**src/rtl/sensor_conditioner.sv**
```systemverilog
// sensor_conditioner: debounces a side-road loop detector, counts queued vehicles and raises a registered SENSOR service request.
// Ports: clk/rst_n clock and async active-low reset; loop_raw raw detector (async); side_green side-road green/yellow;
// SENSOR service request; second_tick 1-cycle pulse per second; vehicle_count queued vehicles; fault stuck-detector flag.
module sensor_conditioner #(
  parameter int CLKS_PER_SEC    = 100,
  parameter int DEBOUNCE_CYCLES = 4,
  parameter int MIN_VEHICLES    = 3,
  parameter int MAX_WAIT_SEC    = 30,
  parameter int HOLD_SEC        = 5,
  parameter int STUCK_SEC       = 60
) (
  input  logic       clk,
  input  logic       rst_n,
  input  logic       loop_raw,
  input  logic       side_green,
  output logic       SENSOR,
  output logic       second_tick,
  output logic [7:0] vehicle_count,
  output logic       fault
);
  typedef enum logic [1:0] {IDLE, WAIT, REQUEST, SERVE} state_t;
  state_t      state_q, state_d;
  logic        sync1_q, sync2_q, deb_q, deb_d, deb_prev_q;
  logic        diff, settle, arrival, tick, enter_serve;
  logic        sensor_q, sensor_d, fault_q, fault_d;
  logic [7:0]  stab_q, stab_d, count_q, count_d;
  logic [15:0] presc_q, presc_d, sec_q, sec_d, stuck_q, stuck_d;
  always_comb begin
    tick        = presc_q == 16'(CLKS_PER_SEC - 1);
    presc_d     = tick ? 16'd0 : presc_q + 16'd1;
    diff        = sync2_q != deb_q;
    settle      = diff && stab_q == 8'(DEBOUNCE_CYCLES - 1);
    deb_d       = settle ? sync2_q : deb_q;
    stab_d      = diff && !settle ? stab_q + 8'd1 : 8'd0;
    // arrival is the first cycle the debounced level reads high
    arrival     = deb_q && !deb_prev_q;
    enter_serve = state_q == REQUEST && side_green;
    count_d     = enter_serve ? {7'd0, arrival} : count_q + {7'd0, arrival && count_q != 8'hFF};
    state_d     = state_q;
    case (state_q)
      IDLE:    state_d = arrival ? WAIT : IDLE;
      WAIT:    state_d = count_q >= 8'(MIN_VEHICLES) || sec_q >= 16'(MAX_WAIT_SEC) ? REQUEST : WAIT;
      REQUEST: state_d = side_green ? SERVE : REQUEST;
      default: state_d = side_green ? SERVE : (count_d == 8'd0 ? IDLE : WAIT);
    endcase
    // the timer restarts on every transition, so a tick on the entry edge is dropped
    sec_d       = state_d != state_q ? 16'd0 : sec_q + {15'd0, tick && sec_q != 16'hFFFF};
    stuck_d     = !deb_q ? 16'd0 : stuck_q + {15'd0, tick && stuck_q < 16'(STUCK_SEC)};
    fault_d     = deb_d && (fault_q || stuck_q >= 16'(STUCK_SEC));
    sensor_d    = fault_d || state_d == REQUEST || (state_d == SERVE && sec_d < 16'(HOLD_SEC));
  end
  always_ff @(posedge clk or negedge rst_n) begin
    if (!rst_n) begin
      state_q    <= IDLE;
      sync1_q    <= 1'b0;
      sync2_q    <= 1'b0;
      deb_q      <= 1'b0;
      deb_prev_q <= 1'b0;
      stab_q     <= 8'd0;
      count_q    <= 8'd0;
      presc_q    <= 16'd0;
      sec_q      <= 16'd0;
      stuck_q    <= 16'd0;
      sensor_q   <= 1'b0;
      fault_q    <= 1'b0;
    end else begin
      state_q    <= state_d;
      sync1_q    <= loop_raw;
      sync2_q    <= sync1_q;
      deb_q      <= deb_d;
      deb_prev_q <= deb_q;
      stab_q     <= stab_d;
      count_q    <= count_d;
      presc_q    <= presc_d;
      sec_q      <= sec_d;
      stuck_q    <= stuck_d;
      sensor_q   <= sensor_d;
      fault_q    <= fault_d;
    end
  end
  assign SENSOR        = sensor_q;
  assign second_tick   = tick;
  assign vehicle_count = count_q;
  assign fault         = fault_q;
endmodule
```
**config.mk**
```make
export PLATFORM = sky130hd
export DESIGN_NAME = sensor_conditioner
export DESIGN_NICKNAME = d
export VERILOG_FILES = /design/src/rtl/sensor_conditioner.sv
export SDC_FILE = /design/constraint.sdc
export NUM_CORES = 1
export LEC_CHECK = 0
export CAP_MARGIN = 10
export CORE_UTILIZATION = 55
export CTS_BUF_LIST = sky130_fd_sc_hd__clkbuf_8
export DETAILED_ROUTE_END_ITERATION = 8
export GPL_TIMING_DRIVEN = 0
export HOLD_SLACK_MARGIN = 0.15
export PLACE_DENSITY_LB_ADDON = 0.15
export SETUP_SLACK_MARGIN = 0.15
export SLEW_MARGIN = 40
export SYNTH_ARGS = -nofsm -noshare
export SYNTH_HDL_FRONTEND = slang
export SYNTH_SLANG_ARGS = --single-unit
```
**constraint.sdc**
```tcl
create_clock -name clk -period 4 [get_ports clk]
set_clock_uncertainty 0.05 [all_clocks]
set_input_delay 0.8 -clock clk [delete_from_list [all_inputs] [get_ports clk]]
set_output_delay 0.8 -clock clk [all_outputs]
set_load 0.005 [all_outputs]
```
==> reports/metrics.cfg, run 1 <==
[setup_path]
critPathKind=flop to flop
crit_arrival_ps=3700
r2r_slack_ps=490
r2r-end=SENSOR$_DFF_PN0_
reg2regPathDepth=13
r2r-start=presc_q[7]$_DFF_PN0_
cp.required_ps=4180
critPathCaptureType=flop
critPathLaunch=presc_q[7]$_DFF_PN0_
critPathMaxFanout=7
cp-start-kind=flop

[yosys]
synthFlopType=dfrtp_1
syn_area_per_cell_sq_um=9.78
synth_top_family_by_area=simple AND/OR/NAND/NOR gates
synth_adder_area_share_pct=2.79
synth_edf_count=0
yosysWarnings=0
synthTopCellsByCount=dfrtp_1, nor2_1, nand3_1
muxShareOfSynthArea_pct=0.418
synthDistinctLibCells=42
synth_area_leaders=dfrtp_1, xor2_1, xnor2_1
synth-seq-area-share_pct=50.2
synth_xor_area_share_pct=13.7
yosysMostFrequentCell=dfrtp_1
yosysTopAreaCellShare_pct=50.2
synth_nets=379
syn_inst=367
syn_area_sq_um=3590
synth_top_area_cell=dfrtp_1
ys_seq_elements=72
synth-compound-area-share_pct=5.64
yosys.area_share.simple_pct=25.7
async_flop_share_pct=100

[grt]
grt_overflow_total=0
grt_use_total_pct=21.0
antenna_found_initial=0
grt_pass1_wl_um=11600
grt_max_degree=53
grt_pass1_vias=2491

[detailed_routing]
dr_total_vias=2613
first_pass_iters=4
wl_per_cell_um=13.7
drc=0
routed_wl_um=6470
vias_per_cell=5.52
drt_iter0_drc=229
drt.antenna.violating_nets=0

[placed_design]
gp_congestion=0.806
place_ws_ps=301
dp_hpwl_um=4460
place_area_sq_um=3860
placed_cells=459
numPortBuffers=14

[sta]
max_freq_mhz=285
rsz0062_at_grt=false
holdWs_ps=237
slew_violations=0
setup_viol=0
slew_headroom_pct=58.6
min_period_ps=3510
hold_violations=0
worst_pin_slew_ps=621
setup_slack_ps=485
finalCritPeriodShare_pct=87.9

[pwr]
ir_drop_uv=367
power_density_nw_per_um2=435
power_leakage_nw=1.81

[clock_tree]
cts_hold_buf=0
cts_tree=built
cts_buffers=9
root_buffer=clkbuf_8
clkLatencyLatePin_ps=350
cts.repair.resized=0
clk_pin_slew_ps=80
cts_buffer_depth=2
htree_levels=3
clock_sinks=72
postCtsSetupBuffers=0

[layout]
final_cell_count_no_fill=473
nNetsFinal=405
final_layout_size_suffix_gt1_share_pct=5.81
fin_util_pct=64.0
num_antenna_cells=0
area_growth_pct=12.5
design_area_sq_um=4040

[floorplanning]
core_sq_um=6310
die_w_um=82.8
die_area_sq_um=6860
io_pins=15
start_util_pct=56.9
die_height_um=82.8
std_cell_rows=29

[hold_path]
hold_path_class=input port to async pin

[outcome]
status=finished clean

[run]
max_cap_violations=0

[routing by layer]
| layer | global-route usage [%] | vias up | share of wire [%] |
|---|---|---|---|
| li1 | - | 1314 | - |
| met1 | 29.6 | 1240 | 50 |
| met3 | 6.26 | 11 | 3.9 |
| met2 | 30.7 | 48 | 44 |
| met5 | 0 | - | 0 |
| met4 | 8.31 | 0 | 2.0 |
[per-stage QoR]
| stage | power, mW | TNS, ps |
|---|---|---|
| after floorplan | 1.11 | 0 |
| after global placement | 1.25 | -25580 |
| after detailed placement | 1.26 | 0 |
| after CTS | 1.78 | 0 |
| after global routing | 1.87 | 0 |
| final | 1.76 | 0 |
[critical path, stage by stage (launching register included)]
cell and delay [ps]:
dfrtp_1 410, nor4b_1 330, nand4_1 160, nor2_2 270, inv_1 130, a31oi_1 160, ha_1 260, ha_1 320
nand4_1 370, nor3_2 310, nor3_1 70, a31o_2 210, and3_1 160, a31o_1 180
[cell usage in the layout, fill, tap and decap left out, types with 3 or more instances in the layout]
cell type and n:
a21oi_1 4, and2_1 13, and3_1 11, clkbuf_1 6, clkbuf_8 12, clkdlybuf4s50_1 13
dfrtp_1 72, ha_1 8, inv_1 9, nand2_1 27, nand3_1 31, nand4_1 12
nor2_1 55, nor2b_1 8, nor3_1 8, nor4_1 5, o21ai_0 8, o31ai_1 3
xnor2_1 27, xor2_1 29
[kinds of logic (layout without fill, tap and decap cells)]
kind of cell | after synthesis | in the layout
AOI/OAI and AO/OA | 30 | 30
xor gates and xnor gates | 56 | 56
adders and majority gates | 8 | 8
buffers and inverters | 15 | 44
DFF | 72 | 72
muxes | 1 | 1
and+or+nand+nor | 185 | 185
[worst max-delay path by stage]
| stage | slack (ps) | endpoint | cells after the start |
|---|---|---|---|
| 2_1_floorplan | 940 | SENSOR$_DFF_PN0_ | 13 |
| 3_3_place_gp | -360 | stuck_q[2]$_DFF_PN0_ | 1 |
| 3_5_place_dp | 300 | SENSOR$_DFF_PN0_ | 13 |
| 4_1_cts | 260 | SENSOR$_DFF_PN0_ | 13 |
| 5_1_grt | 240 | SENSOR$_DFF_PN0_ | 13 |
| 6_report | 490 | SENSOR$_DFF_PN0_ | 13 |
[registers in the layout, indices dropped and copies added, names as in the netlist]
name,flops
deb_prev_q,1
state_q,2
sync1_q,1
SENSOR,1
stuck_q,16
sync2_q,1
deb_q,1
sec_q,16
stab_q,8
fault,1
presc_q,16
vehicle_count,8
[final cells by class]
class,count,area (sq um)
multi-input cells,280,1740
repair buffers,15,169
plain buffers,8,32.5
inverters,7,26.3
fillers,538,2270
well taps,77,96.3
flip-flops and latches,72,1800
clock inverters,2,7.51
clock buffers,12,165
[power by group]
group / switching (mW) / total (mW) / internal [mW]
Clock: 0.249 / 0.514 / 0.265
Combinational: 0.230 / 0.403 / 0.173
Sequential: 0.0537 / 0.839 / 0.785
Note: power is estimated with default switching activity, not from simulation.
==> run 2, diff against run 1 <==
MAX_ROUTING_LAYER = met4   (was default)
==> reports/metrics.cfg, run 2 (synthesized netlist as in run 1, its figures left out) <==
[pwr]
combinationalPowerShare_pct=23.1  ; was 23.0%
power_leakage_nw=1.81  ; unchanged
p_int_mw=1.22  ; about the same
power_density_nw_per_um2=434  ; was 435 nW/um^2
p_switching_mw=0.531  ; was 0.532 mW
power_switching_share_pct=30.3  ; about the same
p_clk_share_pct=29.1  ; was 29.3%
ir_drop_uv=366  ; was 367 uV
seq_power_share_pct=47.8  ; about the same

[hold_path]
hold_path_class=input port to async pin  ; unchanged

[detailed_routing]
topRoutingLayerUsed=met4  ; unchanged
drt_iter0_drc=202  ; was 229
routed_wl_um=6480  ; was 6470 um
met3WireLength_um=188  ; was 252 um
dr_total_vias=2607  ; was 2613
drc=0  ; unchanged
vias_per_cell=5.51  ; was 5.52
met1_length_um=3270  ; was 3240 um
wl_per_cell_um=13.7  ; about the same
drt.antenna.violating_nets=0  ; unchanged
first_pass_iters=4  ; unchanged
met2WireLength_um=2930  ; was 2860 um

[placed_design]
place_area_sq_um=3860  ; unchanged
gp_congestion=0.818  ; was 0.806
dp_hpwl_um=4460  ; unchanged
numPortBuffers=14  ; unchanged

[clock_tree]
cts_buffer_depth=2  ; unchanged
clkLatencyLatePin_ps=340  ; was 350 ps
postCtsSetupBuffers=0  ; unchanged
root_buffer=clkbuf_8  ; unchanged
clock_sinks=72  ; unchanged
clk_pin_slew_ps=80  ; about the same
htree_levels=3  ; unchanged
cts_buffers=9  ; unchanged
cts_tree=built  ; unchanged

[setup_path]
critPathMaxFanout=7  ; unchanged
crit_arrival_ps=3700  ; about the same
cp-start-kind=flop  ; unchanged
critPathKind=flop to flop  ; unchanged
critPathCaptureType=flop  ; unchanged
cp.required_ps=4180  ; about the same

[sta]
hold_violations=0  ; unchanged
worst_pin_slew_ps=643  ; was 621 ps
finalCritPeriodShare_pct=88.0  ; was 87.9%
slew_headroom_pct=57.1  ; was 58.6%
rsz0062_at_grt=false  ; unchanged
max_freq_mhz=284  ; was 285 MHz
setup_tns_ps=0  ; unchanged
setup_viol=0  ; unchanged
slew_violations=0  ; unchanged
min_period_ps=3520  ; was 3510 ps

[floorplanning]
std_cell_rows=29  ; unchanged
die_area_sq_um=6860  ; unchanged
die_w_um=82.8  ; unchanged
start_util_pct=56.9  ; unchanged
die_height_um=82.8  ; unchanged
core_sq_um=6310  ; unchanged
io_pins=15  ; unchanged

[layout]
area_growth_pct=12.5  ; unchanged
nNetsFinal=405  ; unchanged
design_area_sq_um=4040  ; unchanged
mostFrequentLayoutCells=dfrtp_1, nor2_1, nand3_1  ; unchanged
layout_commonest_cell=dfrtp_1  ; unchanged
biggestRegsByFlops=presc_q (16), sec_q (16), stuck_q (16)  ; unchanged
final_layout_size_suffix_gt1_share_pct=5.81  ; unchanged
num_antenna_cells=0  ; unchanged

[run]
max_cap_violations=0  ; unchanged

[grt]
grt_pass1_vias=2501  ; was 2491
grt_pass1_wl_um=11600  ; about the same
grt_overflow_total=0  ; unchanged
grt_max_degree=53  ; unchanged
antenna_found_initial=0  ; unchanged
grt_use_total_pct=21.5  ; was 21.0%

[outcome]
status=finished clean  ; unchanged

run 2: cell counts in the layout (fill, tap and decap cells not counted):
No cell type changed its count.
run 2: final cells by class:
type	count	area (sq um)
repair buffers	15	169
fillers	538	2270
well taps	77	96.3
plain buffers	8	32.5
multi-input cells	280	1740
flip-flops and latches	72	1800
clock buffers	12	165
clock inverters	2	7.51
inverters	7	26.3
run 2: layer usage:
| layer | up-vias | track usage [%] |
|---|---|---|
| met3 | 8 | 4.77 |
| met2 | 35 | 30.6 |
| met1 | 1251 | 29.6 |
| met4 | 0 | 10.2 |
| li1 | 1313 | - |
| met5 | - | - |
run 2: path summary, 6_finish.rpt:
check | startpoint | endpoint | slack (ps) | cells after the start
hold / removal | rst_n | sec_q[13]$_DFF_PN0_ | 240 | 1
hold reg to reg | sync1_q$_DFF_PN0_ | sync2_q$_DFF_PN0_ | 300 | 0
max in group asynchronous | rst_n | presc_q[4]$_DFF_PN0_ | 3150 | 2
setup / recovery | presc_q[7]$_DFF_PN0_ | SENSOR$_DFF_PN0_ | 480 | 13
setup reg to reg | presc_q[7]$_DFF_PN0_ | SENSOR$_DFF_PN0_ | 480 | 13
min in group clk | sync1_q$_DFF_PN0_ | sync2_q$_DFF_PN0_ | 300 | 0
run 2: power groups by stage:
stage / registers (mW) / logic (mW) / clock network [mW]
4_1_cts: 0.839 / 0.409 / 0.532
2_1_floorplan: 0.844 / 0.267 / 0
3_3_place_gp: 0.850 / 0.400 / 0
6_report: 0.839 / 0.405 / 0.511
5_1_grt: 0.850 / 0.454 / 0.564
3_5_place_dp: 0.852 / 0.407 / 0
run 2: timing repair:
item,4_1_cts,5_1_grt
endpoints found under the setup margin,0,1
hold buffers,0,0
resized for setup,0,3
run 2: critical path, stage by stage, from the launching register on:
cell	delay, ps
dfrtp_1	410
nor4b_1	330
nand4_1	160
nor2_2	270
inv_1	130
a31oi_1	160
ha_1	260
ha_1	320
nand4_1	370
nor3_2	310
nor3_1	70
a31o_2	210
and3_1	160
a31o_1	180
run 2: through the flow:
stage               util [%]  setup WS (ps)  hold WS (ps)  power, mW  std cells
CTS                     63.8            260           238       1.78        473
global route            64.0            238           242       1.87        473
finish                  64.0            480           244       1.75        473
floorplan                  -            940           281       1.11        367
global placement        60.6           -360           286       1.25        458
detailed placement      61.1            301           285       1.26        459
==> run 3, diff against run 2 <==
clock period = 3.35 ns   (was 4 ns; I/O delays follow)
==> reports/metrics.cfg, run 3 (synthesized netlist as in run 1, its figures left out) <==
[hold_path]
hold_path_depth=0
hold_path_class=flop to flop  ; was input port to async pin
hold_start=sync1_q$_DFF_PN0_
whs_endpoint=sync2_q$_DFF_PN0_

[setup_path]
critPathKind=flop to flop  ; unchanged
r2r-end=SENSOR$_DFF_PN0_  ; unchanged
critPathCaptureType=flop  ; unchanged
r2r_slack_ps=320  ; was 480 ps
reg2regPathDepth=14  ; was 13
r2r-start=presc_q[4]$_DFF_PN0_  ; was presc_q[7]$_DFF_PN0_
path_cells=nor4b_2 -> nand4_1 -> nor2_4 -> inv_1 -> a31oi_1 -> ha_2 -> ha_4 -> nand4_1 -> buf_4 -> nor3_2 -> nor3_1 -> a31o_2 -> and3_1 -> a31o_1  ; was nor4b_1 -> nand4_1 -> nor2_2 -> inv_1 -> a31oi_1 -> ha_1 -> ha_1 -> nand4_1 -> nor3_2 -> nor3_1 -> a31o_2 -> and3_1 -> a31o_1
crit_path_frequent_cell=nand4_1
crit_arrival_ps=3210  ; was 3700 ps
cp-start-kind=flop  ; unchanged
cp.required_ps=3530  ; was 4180 ps
critPathBufInv=2  ; was 1
critPathMaxStageDelay_ps=420  ; was 410 ps
cp_top_family=simple AND/OR/NAND/NOR gates  ; unchanged
critPathMaxFanout=6  ; was 7
slowest_stage=dfrtp_1  ; unchanged

[grt]
antenna_found_initial=0  ; unchanged
grtUsageMet3_pct=4.77  ; unchanged
use_met1_pct=29.5  ; was 29.6%
grt_pass1_vias=2512  ; was 2501
grt_pass1_wl_um=11600  ; about the same
grt_overflow_total=0  ; unchanged
top_usage_layer=met2  ; unchanged
met2_usage_pct=30.5  ; was 30.6%
grt_use_total_pct=21.5  ; about the same
grt_max_degree=53  ; unchanged

[floorplanning]
die_height_um=82.8  ; unchanged
std_cell_rows=29  ; unchanged
die_area_sq_um=6860  ; unchanged
io_pins=15  ; unchanged
start_util_pct=56.9  ; unchanged
core_sq_um=6310  ; unchanged
die_w_um=82.8  ; unchanged

[layout]
num_antenna_cells=0  ; unchanged
final_layout_size_suffix_gt1_share_pct=7.73  ; was 5.81%
area_growth_pct=14.4  ; was 12.5%
fillers=525  ; was 538
nNetsFinal=410  ; was 405
biggestRegsByFlops=presc_q (16), sec_q (16), stuck_q (16)  ; unchanged
layout_commonest_cell=dfrtp_1  ; unchanged
mostFrequentLayoutCells=dfrtp_1, nor2_1, nand3_1  ; unchanged

[sta]
worst_pin_slew_ps=635  ; was 643 ps
max_freq_mhz=330  ; was 284 MHz
setup_tns_ps=0  ; unchanged
rsz0062_at_grt=false  ; unchanged
slew_headroom_pct=57.7  ; was 57.1%
finalCritPeriodShare_pct=90.5  ; was 88.0%
setup_viol=0  ; unchanged
min_period_ps=3030  ; was 3520 ps
hold_violations=0  ; unchanged
slew_violations=0  ; unchanged
holdWs_ps=299  ; was 244 ps

[clock_tree]
root_buffer=clkbuf_8  ; unchanged
cts_tree=built  ; unchanged
cts_buffers=9  ; unchanged
clkLatencyLatePin_ps=340  ; about the same
htree_levels=3  ; unchanged
clock_sinks=72  ; unchanged
cts_buffer_depth=2  ; unchanged
clk_pin_slew_ps=80  ; about the same

[detailed_routing]
dr_total_vias=2620  ; was 2607
first_pass_iters=4  ; unchanged
drt.antenna.violating_nets=0  ; unchanged
routed_wl_um=6580  ; was 6480 um
drt_iter0_drc=204  ; was 202
drc=0  ; unchanged
vias_per_cell=5.48  ; was 5.51
wl_per_cell_um=13.8  ; was 13.7 um

[pwr]
power_density_nw_per_um2=511  ; was 434 nW/um^2
power_leakage_nw=1.83  ; was 1.81 nW
ir_drop_uv=437  ; was 366 uV
finalPower_mw=2.10  ; was 1.75 mW

[outcome]
status=finished clean  ; unchanged

[placed_design]
numPortBuffers=14  ; unchanged
gp_congestion=0.818  ; unchanged
dp_hpwl_um=4460  ; unchanged

[run]
max_cap_violations=0  ; unchanged

[run 3: changes by cell type in the layout (fill, tap and decap cells not counted), sizes merged]
cell and change:
dlygate4sd3 +1, buf +4
[run 3: cell type report]
cell class              instances  area (sq um)  share of cell area, %
flip-flops and latches         72          1800                   43.9
multi-input cells             280          1770                   43.0
repair buffers                 20           209                   5.09
clock buffers                  12           165                   4.02
well taps                      77          96.3                   2.35
plain buffers                   8          33.8                  0.823
inverters                       7          26.3                  0.640
clock inverters                 2          7.51                  0.183
[run 3: per-stage QoR]
step                      area (sq um)  std cells  util, %  worst slack, ps
after global routing              4110        478     65.0              125
after CTS                         4070        476     64.5              162
after global placement            3830        458     60.6             -880
after floorplan                   3590        367        -              290
final                             4110        478     65.0              318
after detailed placement          3860        459     61.1             -349
[run 3: per-layer routing]
metal	up-vias	share of wire, %
met5	-	0
met4	0	1.7
met3	10	3.1
met2	38	45
met1	1251	50
li1	1321	-
[run 3: worst max path at each step]
stage / start / end / slack, ps / cells after the start
2_1_floorplan: presc_q[4]$_DFF_PN0_ / SENSOR$_DFF_PN0_ / 290 / 13
3_3_place_gp: rst_n / stuck_q[2]$_DFF_PN0_ / -880 / 1
3_5_place_dp: presc_q[7]$_DFF_PN0_ / SENSOR$_DFF_PN0_ / -350 / 13
4_1_cts: presc_q[7]$_DFF_PN0_ / SENSOR$_DFF_PN0_ / 160 / 14
5_1_grt: presc_q[4]$_DFF_PN0_ / SENSOR$_DFF_PN0_ / 130 / 14
6_report: presc_q[4]$_DFF_PN0_ / SENSOR$_DFF_PN0_ / 320 / 14
[run 3: what timing repair did]
action	CTS	global route
pin swaps	1	1
resized for setup	6	4
hold buffers	1	0
endpoints found under the setup margin	5	1
setup buffers	2	2
hold endpoints to repair	20	0
[run 3: power by group]
group	total (mW)	switching, mW	leakage [nW]	internal (mW)
registers	1.00	0.0650	0.969	0.937
logic	0.483	0.276	0.766	0.207
clock network	0.612	0.296	0.0969	0.317
[run 3: worst register-to-register path, stage by stage (launching register included)]
cell and delay (ps):
dfrtp_1 420, nor4b_2 320, nand4_1 190, nor2_4 170
inv_1 80, a31oi_1 160, ha_2 270, ha_4 180
nand4_1 90, buf_4 180, nor3_2 200, nor3_1 70
a31o_2 220, and3_1 160, a31o_1 180
